===== config.mk =====
export PLATFORM = sky130hd
export DESIGN_NAME = mist_video_cfg_sched
export DESIGN_NICKNAME = d
export VERILOG_FILES = /design/src/rtl/mist_video_pkg.sv /design/src/rtl/mist_sync_edge.sv /design/src/rtl/mist_video_cfg_sched.sv
export SDC_FILE = /design/constraint.sdc
export NUM_CORES = 1
export LEC_CHECK = 0
export ABC_CLOCK_PERIOD_IN_PS = 4500
export CAP_MARGIN = 20
export CORE_ASPECT_RATIO = 1.4
export CORE_MARGIN = 2
export CORE_UTILIZATION = 59
export DETAILED_ROUTE_END_ITERATION = 12
export HOLD_SLACK_MARGIN = 0.15
export PLACE_DENSITY = 0.95
export SETUP_SLACK_MARGIN = 0.5
export SYNTH_ARGS = -nofsm -noshare
export SYNTH_HDL_FRONTEND = slang
export SYNTH_SLANG_ARGS = --single-unit

===== constraint.sdc =====
create_clock -name clk_sys -period 4.5 [get_ports clk_sys]
set_input_delay 0.45 -clock clk_sys [delete_from_list [all_inputs] [get_ports clk_sys]]
set_output_delay 0.45 -clock clk_sys [all_outputs]
set_load 0.005 [all_outputs]

===== src/rtl/mist_video_pkg.sv =====
// Shared types and constants for the MiST video configuration scheduler.
// MIST_VIDEO_LINECNT_EN (in the top) enables the per-frame line counter.
package mist_video_pkg;

    typedef enum logic [1:0] {
        IDLE,
        WAIT_VS,
        BLANK
    } sched_state_t;

    // Config word field positions: {rotate, blend, no_csync, ypbpr, sd_disable, scanlines, spare}
    localparam int unsigned CFG_ROTATE_LSB     = 7;
    localparam int unsigned CFG_ROTATE_W       = 2;
    localparam int unsigned CFG_BLEND_BIT      = 6;
    localparam int unsigned CFG_NO_CSYNC_BIT   = 5;
    localparam int unsigned CFG_YPBPR_BIT      = 4;
    localparam int unsigned CFG_SD_DISABLE_BIT = 3;
    localparam int unsigned CFG_SCANLINES_LSB  = 1;
    localparam int unsigned CFG_SCANLINES_W    = 2;
    localparam int unsigned CFG_SPARE_BIT      = 0;

    localparam int unsigned LINE_CNT_W = 10;

endpackage


===== src/rtl/mist_sync_edge.sv =====
// Registers a sync input and emits a one-cycle pulse on its leading edge.
module mist_sync_edge #(
    parameter bit ACTIVE_LOW = 1'b1
) (
    input  logic clk,
    input  logic rst_n,
    input  logic sync,
    output logic lead
);

    logic sync_q;

    always_ff @(posedge clk or negedge rst_n) begin
        if (!rst_n) begin
            sync_q <= ACTIVE_LOW;
        end else begin
            sync_q <= sync;
        end
    end

    assign lead = ACTIVE_LOW ? (sync_q & ~sync) : (~sync_q & sync);

endmodule


===== src/rtl/mist_video_cfg_sched.sv =====
// Applies video config changes only at VSync leading edges, then blanks for a few frames.
// Define MIST_VIDEO_LINECNT_EN to enable the lines_per_frame / frame_stable monitor.
module mist_video_cfg_sched
    import mist_video_pkg::*;
#(
    parameter int unsigned         CFG_W         = 9,
    parameter logic [CFG_W-1:0]    RESET_CFG     = '0,
    parameter int unsigned         BLANK_FRAMES  = 2,
    parameter int unsigned         TIMEOUT_CYC   = 2_000_000,
    parameter int unsigned         TO_W          = 21,
    parameter bit                  VS_ACTIVE_LOW = 1'b1
) (
    input  logic                  clk_sys,
    input  logic                  reset_n,
    input  logic                  cfg_valid,
    output logic                  cfg_ready,
    input  logic [CFG_W-1:0]      cfg_data,
    input  logic                  HSync,
    input  logic                  VSync,
    output logic [CFG_W-1:0]      cfg_applied,
    output logic                  blank,
    output logic                  busy,
    output logic                  timeout_flag,
    output logic [LINE_CNT_W-1:0] lines_per_frame,
    output logic                  frame_stable
);

    localparam logic [TO_W-1:0] TO_LOAD    = TO_W'(TIMEOUT_CYC);
    localparam logic [1:0]      FRAME_LOAD = 2'(BLANK_FRAMES);

    sched_state_t      state;
    logic [CFG_W-1:0]  pending;
    logic [TO_W-1:0]   to_cnt;
    logic [1:0]        frame_cnt;
    logic              vs_edge;
    logic              hs_edge;
    logic              to_expire;
    logic              cfg_apply;

    mist_sync_edge #(.ACTIVE_LOW(VS_ACTIVE_LOW)) u_vs_edge (
        .clk   (clk_sys),
        .rst_n (reset_n),
        .sync  (VSync),
        .lead  (vs_edge)
    );

    mist_sync_edge #(.ACTIVE_LOW(VS_ACTIVE_LOW)) u_hs_edge (
        .clk   (clk_sys),
        .rst_n (reset_n),
        .sync  (HSync),
        .lead  (hs_edge)
    );

    // Expiry is the cycle whose decrement would reach zero, so the counter never wraps.
    assign to_expire = (to_cnt <= TO_W'(1));
    assign cfg_apply = (state == WAIT_VS) && (vs_edge || to_expire);

    always_ff @(posedge clk_sys or negedge reset_n) begin
        if (!reset_n) begin
            state        <= IDLE;
            pending      <= '0;
            cfg_applied  <= RESET_CFG;
            blank        <= 1'b0;
            busy         <= 1'b0;
            cfg_ready    <= 1'b1;
            timeout_flag <= 1'b0;
            to_cnt       <= '0;
            frame_cnt    <= '0;
        end else begin
            case (state)
                IDLE: begin
                    if (cfg_valid && cfg_ready) begin
                        pending      <= cfg_data;
                        timeout_flag <= 1'b0;
                        if (cfg_data != cfg_applied) begin
                            state     <= WAIT_VS;
                            cfg_ready <= 1'b0;
                            busy      <= 1'b1;
                            to_cnt    <= TO_LOAD;
                        end
                    end
                end

                WAIT_VS: begin
                    if (vs_edge || to_expire) begin
                        cfg_applied  <= pending;
                        timeout_flag <= ~vs_edge;
                        if (BLANK_FRAMES == 0) begin
                            state     <= IDLE;
                            cfg_ready <= 1'b1;
                            busy      <= 1'b0;
                            to_cnt    <= '0;
                        end else begin
                            state     <= BLANK;
                            blank     <= 1'b1;
                            frame_cnt <= FRAME_LOAD;
                            to_cnt    <= TO_LOAD;
                        end
                    end else begin
                        to_cnt <= to_cnt - 1'b1;
                    end
                end

                BLANK: begin
                    if (vs_edge) begin
                        if (frame_cnt <= 2'd1) begin
                            state     <= IDLE;
                            blank     <= 1'b0;
                            cfg_ready <= 1'b1;
                            busy      <= 1'b0;
                            to_cnt    <= '0;
                            frame_cnt <= '0;
                        end else begin
                            frame_cnt <= frame_cnt - 1'b1;
                            to_cnt    <= TO_LOAD;
                        end
                    end else if (to_expire) begin
                        state        <= IDLE;
                        blank        <= 1'b0;
                        cfg_ready    <= 1'b1;
                        busy         <= 1'b0;
                        timeout_flag <= 1'b1;
                        to_cnt       <= '0;
                        frame_cnt    <= '0;
                    end else begin
                        to_cnt <= to_cnt - 1'b1;
                    end
                end

                default: begin
                    state     <= IDLE;
                    blank     <= 1'b0;
                    cfg_ready <= 1'b1;
                    busy      <= 1'b0;
                end
            endcase
        end
    end

`ifdef MIST_VIDEO_LINECNT_EN
    logic [LINE_CNT_W-1:0] line_cnt;

    always_ff @(posedge clk_sys or negedge reset_n) begin
        if (!reset_n) begin
            line_cnt        <= '0;
            lines_per_frame <= '0;
            frame_stable    <= 1'b0;
        end else begin
            if (vs_edge) begin
                lines_per_frame <= line_cnt;
                line_cnt        <= '0;
                frame_stable    <= (line_cnt == lines_per_frame) && (line_cnt != '0);
            end else if (hs_edge && (line_cnt != '1)) begin
                line_cnt <= line_cnt + 1'b1;
            end
            // A freshly applied config invalidates any stability claim.
            if (cfg_apply) begin
                frame_stable <= 1'b0;
            end
        end
    end
`else
    logic unused_linecnt;

    assign unused_linecnt  = ^{hs_edge, cfg_apply};
    assign lines_per_frame = '0;
    assign frame_stable    = 1'b0;
`endif

endmodule


# Word level (Yosys, flattened, before mapping)
# Cells that the tools add are included.
[op_classes]
n_addsub = 2
magnitude_cmp = 2
n_eq_ne = 10
mux = 35
bitwise_logic = 5
reduce_logical = 13
[op_table]
columns = ["op", "n"]
rows = [
  ["two-way mux 21 bit", 6],
  ["one-hot mux 21 bit (3 select lines)", 1],
  ["<= comparator 21 x 1 -> 1 bit, second input constant", 1],
  ["subtractor 21 x 1 -> 21 bit, second input constant", 1],
  ["two-way mux 2 bit", 8],
  ["AND reduction 5 bit", 3],
  ["two-way mux 1 bit", 14],
  ["one-hot mux 1 bit (3 select lines)", 4],
  ["inequality test 9 bit", 1],
  ["inequality test 2 bit, second input constant", 4],
  ["inequality test 3 bit, second input constant", 2],
  ["one-hot mux 2 bit (3 select lines)", 1],
  ["AND reduction 3 bit", 2],
  ["NOT 1 bit", 4],
  ["one-hot mux 2 bit (2 select lines)", 1],
  ["AND reduction 2 bit", 2],
  ["AND reduction 4 bit", 1],
  ["nonzero test 3 bit", 1],
  ["== test 2 x 1 -> 1 bit, second input constant", 1],
  ["== test 2 bit, second input constant", 1],
  ["<= comparator 2 x 1 -> 1 bit, second input constant", 1],
  ["logical NOT 2 bit", 1],
  ["inequality test 2 x 1 -> 1 bit, second input constant", 1],
  ["nonzero test 2 bit", 1],
  ["4 further kinds", 4],
]
[word_totals]
regBits = 48
inputBits = 14
out_inout_bits = 24
elab_cells = 77

# Longest topological paths before layout
[depth]
depth_word = 5
depth_mapped = 8
ltp_nobuf = 7

# By module
# From an unflattened synthesis, not the netlist that was laid out.
[hier_totals]
cells_unflattened = 259
area_unflattened_um2 = 2708.8
[modules_own_cells]
columns = ["mod", "instances", "cells_per_inst", "area_per_inst_um2", "seq_area_each_um2"]
rows = [
  ["mist_video_cfg_sched", 1, 257, 2668.8, 1177.4],
  ["mist_sync_edge", 1, 2, 40.0, 26.3],
]

# Worst setup path after synthesis
# No wires, ideal clock.
[synth_timing]
path_kind = "flip-flop to flip-flop"
start = "register state[0]"
end = "register to_cnt[16]"
setup_ns = 0.121
t_arrival_ns = 1.970
t_required_ns = 4.379
setup_slack_ns = 2.409
stages_incl_launch_ff = 9
n_path_buf = 1
synth_period_minus_slack_ns = 2.091
path_cell_list = "dfrtp_1 inv_1 ha_1 a21boi_0 or2_2 a31oi_1 clkbuf_1 o21ai_0 a22o_1"
[synth_between]
elab_chain_cells = 3
elab_cells_between_ends = 8
cone_classes = "4 x eq/ne; 1 x mux; 3 x reduce/logical"
[synth_lines]
columns = ["element", "line_no", "source"]
rows = [
  ["start, declared", "mist_video_cfg_sched.sv:31", "sched_state_t state;"],
  ["start signal, assigned", "mist_video_cfg_sched.sv:60", "state <= IDLE;"],
  ["start signal, assigned", "mist_video_cfg_sched.sv:76", "state <= WAIT_VS;"],
  ["start signal, assigned", "mist_video_cfg_sched.sv:89", "state <= IDLE;"],
  ["== test 2 x 1 -> 1 bit (tied with other cells)", "mist_video_cfg_sched.sv:70", "case (state)"],
  ["nonzero test 3 bit (no source line) / inequality test 2 bit (equally long branches)", "n/a", ""],
  ["AND reduction 3 bit (no source line)", "n/a", ""],
  ["end signal, assigned", "mist_video_cfg_sched.sv:100", "to_cnt <= to_cnt - 1'b1;"],
  ["end signal, assigned", "mist_video_cfg_sched.sv:126", "to_cnt <= to_cnt - 1'b1;"],
  ["end, declared", "mist_video_cfg_sched.sv:33", "logic [TO_W-1:0] to_cnt;"],
]
# Several ways; a longest one is shown, not always the timed one.
# A chain may end at the register's enable or synchronous reset.

# Worst setup path after layout
[layout_timing]
start = "input port cfg_data[2]"
end = "register to_cnt[13]"
[layout_between]
elab_chain_cells = 3
[layout_lines]
columns = ["element", "line_no", "source"]
rows = [
  ["start, declared", "mist_video_cfg_sched.sv:17", "input logic [CFG_W-1:0] cfg_data,"],
  ["inequality test 9 bit", "mist_video_cfg_sched.sv:75", "if (cfg_data != cfg_applied) begin"],
  ["inequality test 2 bit (no source line)", "n/a", ""],
  ["AND reduction 3 bit (no source line)", "n/a", ""],
]
# Every way passes these cells.

==> results.tsv <==
stage	metric	value	unit
global_route	grt_start_max_net_pins	49	
worst_hold_path	hp-class	in -> async	
worst_setup_path	worstReg2RegEnd	to_cnt[13]$_DFFE_PN0P_	
floorplanning	initial_core_util	61.0	%
worst_setup_path	slowest_delay	0.71	ns
global_route	antenna_found_initial	0	
logic_synthesis	synthTopCellsByArea	dfrtp_1 42%, mux2_2 8.2%, buf_4 3.3%	
sta	max_slew.worst_pin.slew	0.814	ns
sta	setup_viol	0	
clock_tree	root_buffer	clkbuf_8	
clock_tree	cts_setup_buffers	0	
power	p_seq_share	33.7	%
logic_synthesis	syn_area	2740	sq um
logic_synthesis	yosys_warnings	0	
logic_synthesis	synth-seq-cells	48	
layout	num_antenna_cells	0	
drt	drt_iter0_drc	125	
sta	hold_viol	0	
logic_synthesis	synthTopCellsByCount	46 x dfrtp_1, 20 x mux2_2, 17 x o21ai_0	
clock_tree	htreeDepth	2	
flow_run	cap_violations	0	
layout	nNetsFinal	311	
placement	io_buffers	25	
logic_synthesis	synth_edf_count	0	
sta	fmax	0.374	GHz
worst_setup_path	timing.reg2reg.setup_slack	1.83	ns
drt	drt-total-wl	6280	um
floorplanning	coreArea	4500	sq um
clock_tree	clk_latency	0.31	ns
logic_synthesis	synth-seq-area-share	43.9	%
worst_setup_path	cp_max_fo	15	
drt	viasPerCell	6.47	
clock_tree	cts_resized	0	
worst_setup_path	crit_chain	clkdlybuf4s50_1, xor2_1, nor4_1, a31o_2, nor2_1, a32o_1	
sta	setup-tns-final	0	ns
layout	syn_to_final_growth	13.8	%
worst_setup_path	start_kind	input port	
sta	clock_skew	0.00710	ns
floorplanning	die_height	84.7	um
worst_setup_path	end_kind	flop	
logic_synthesis	yosysTopAreaCell	dfrtp_1	
sta	drv_slew	0	
power	p_sw	1010	uW
sta	min_period_over_period	59.5	%
drt	drtAntennaViolNets	0	
power	intPower	1350	uW
floorplanning	die_w	61.6	um
global_route	grt_first_pass_wirelength	10400	um
run_status	run_status	finished, final reports clean	
drt	num_vias	2291	
power	ir_worst_vdd	0.596	mV
sta	whs	0.112	ns
floorplanning	placementRows	29	
sta	finalCriticalPeriod	2.68	ns
drt	post-route-drc-count	0	
floorplanning	die_area	5220	sq um
clock_tree	clock_sinks	48	
logic_synthesis	avgSynthCellArea	10.4	sq um
clock_tree	clock_path_buffers	2	
worst_setup_path	cp_data_required_time	4.70	ns
power	power.share.clock	13.3	%
clock_tree	cts_buffers	5	
drt	dr.pass1.iters	5	
floorplanning	ios	38	
logic_synthesis	netlist_instances	264	
worst_setup_path	slowest_stage	nor4_1	
placement	gp_congestion	0.828	
logic_synthesis	async_reset_ff_share	100	%
logic_synthesis	synth-main-ff-cell	dfrtp_1	
sta	relSlewSlack	45.2	%
logic_synthesis	yosysMostFrequentCell	dfrtp_1	
layout	drive_gt1_share	17.5	%
power	p_sw_share	42.7	%
global_route	overflow	0	
clock_tree	cts_tree	done	
logic_synthesis	synth_cell_types	58	
drt	wl_per_cell	17.7	um
layout	fillCellCount	306	
clock_tree	cts.clk_slew.worst_paths	0.09	ns
power	comb_power_share	52.9	%
sta	rsz0062_at_grt	no	
worst_setup_path	timing.rr.start	to_cnt[18]$_DFFE_PN0P_	
worst_setup_path	crit_type	in -> reg	
power	p_leak	0.00132	uW
global_route	track_usage	26.2	%
global_route	first_global_vias	2220	
worst_setup_path	crit_arrival	2.88	ns
clock_tree	cts-hold-fix-buffers	0	
placement	dp_hpwl	4220	um
logic_synthesis	synth_top_area_share	42.0	%
power	power_density	756	nW/um^2
worst_setup_path	reg2reg_depth	5	
power groups by stage:
stage | clock network, uW | logic [uW] | registers [uW]
after CTS | 314 | 1210 | 790
after global routing | 330 | 1340 | 821
after global placement | 0 | 1130 | 781
final | 315 | 1250 | 796
after detailed placement | 0 | 1190 | 797
after floorplan | 0 | 900 | 755
registers in the layout (all words and copies together) (netlist names), 2 cells and up:
register     cells
state            2
pending          9
frame_cnt        2
cfg_applied      9
to_cnt          21
worst max-delay path, delay by kind of cell:
family,cells,cell delay [ns]
xor+xnor,1,0.17
compound gates,2,0.84
buf+inv,1,0.45
simple gates,2,0.97
worst max path at each step:
stage                     slack, ns                     end                   start  cells after the start
after floorplan                2.41  to_cnt[16]$_DFFE_PN0P_    state[0]$_DFFE_PN0P_                      8
after global placement         1.68  to_cnt[13]$_DFFE_PN0P_             cfg_data[7]                      6
after detailed placement       1.55  to_cnt[12]$_DFFE_PN0P_               cfg_valid                      6
after CTS                      1.72  to_cnt[12]$_DFFE_PN0P_    state[0]$_DFFE_PN0P_                      7
after global routing           1.74  to_cnt[13]$_DFFE_PN0P_  to_cnt[16]$_DFFE_PN0P_                      5
final                          1.82  to_cnt[13]$_DFFE_PN0P_             cfg_data[2]                      6
per-layer routing:
layer  routed length [um]  up-vias  GRT usage (%)
met5                    0        -              0
met1                 2300     1108           32.2
met4                  257        0           13.9
met3                  419       30           4.31
met2                 3300      141           42.4
li1                     -     1012              -
logic make-up (layout without fill, tap and decap cells):
family / Yosys count / after routing / share of synthesized area, %
AND/OR/NAND/NOR: 75 / 75 / 17.1
AO/OA/AOI/OAI: 72 / 72 / 18.3
flip-flops: 48 / 48 / 43.9
buffers and inverters: 32 / 50 / 6.34
multiplexers: 21 / 21 / 8.58
XOR/XNOR: 9 / 9 / 2.87
adder cells (fa/ha/maj): 6 / 6 / 2.74
other: 1 / 11 / 0.137
metrics by stage:
stage,utilization (%),cell area [sq um],setup slack [ns],cells,total power (uW)
after floorplan,-,2780,2.41,274,1660
after global placement,66.4,2990,1.68,344,1910
after detailed placement,66.4,2990,1.55,344,1990
after CTS,68.7,3090,1.72,352,2320
after global routing,69.4,3120,1.74,354,2490
final,69.4,3120,1.82,354,2360
final cells by class:
cell class | instances | area (sq um) | area share [%]
Multi-Input combinational cell | 194 | 1400 | 44.9
Sequential cell | 48 | 1200 | 38.6
Timing Repair Buffer | 27 | 273 | 8.74
Tap cell | 62 | 77.6 | 2.49
Clock buffer | 6 | 72.6 | 2.33
Inverter | 15 | 56.3 | 1.80
Clock inverter | 2 | 35.0 | 1.12
layout by cell type (no fill, tap or decap), types with 9 or more instances in the layout:
master,synthesis,layout
xor2_1,9,9
o21ai_0,17,17
dfrtp_1,46,46
nor3_1,10,10
nor2_1,15,15
a21oi_1,12,12
mux2_2,20,20
conb_1,1,11
clkdlybuf4s50_1,0,24
inv_1,15,15
(Power assumes the default switching activity.)
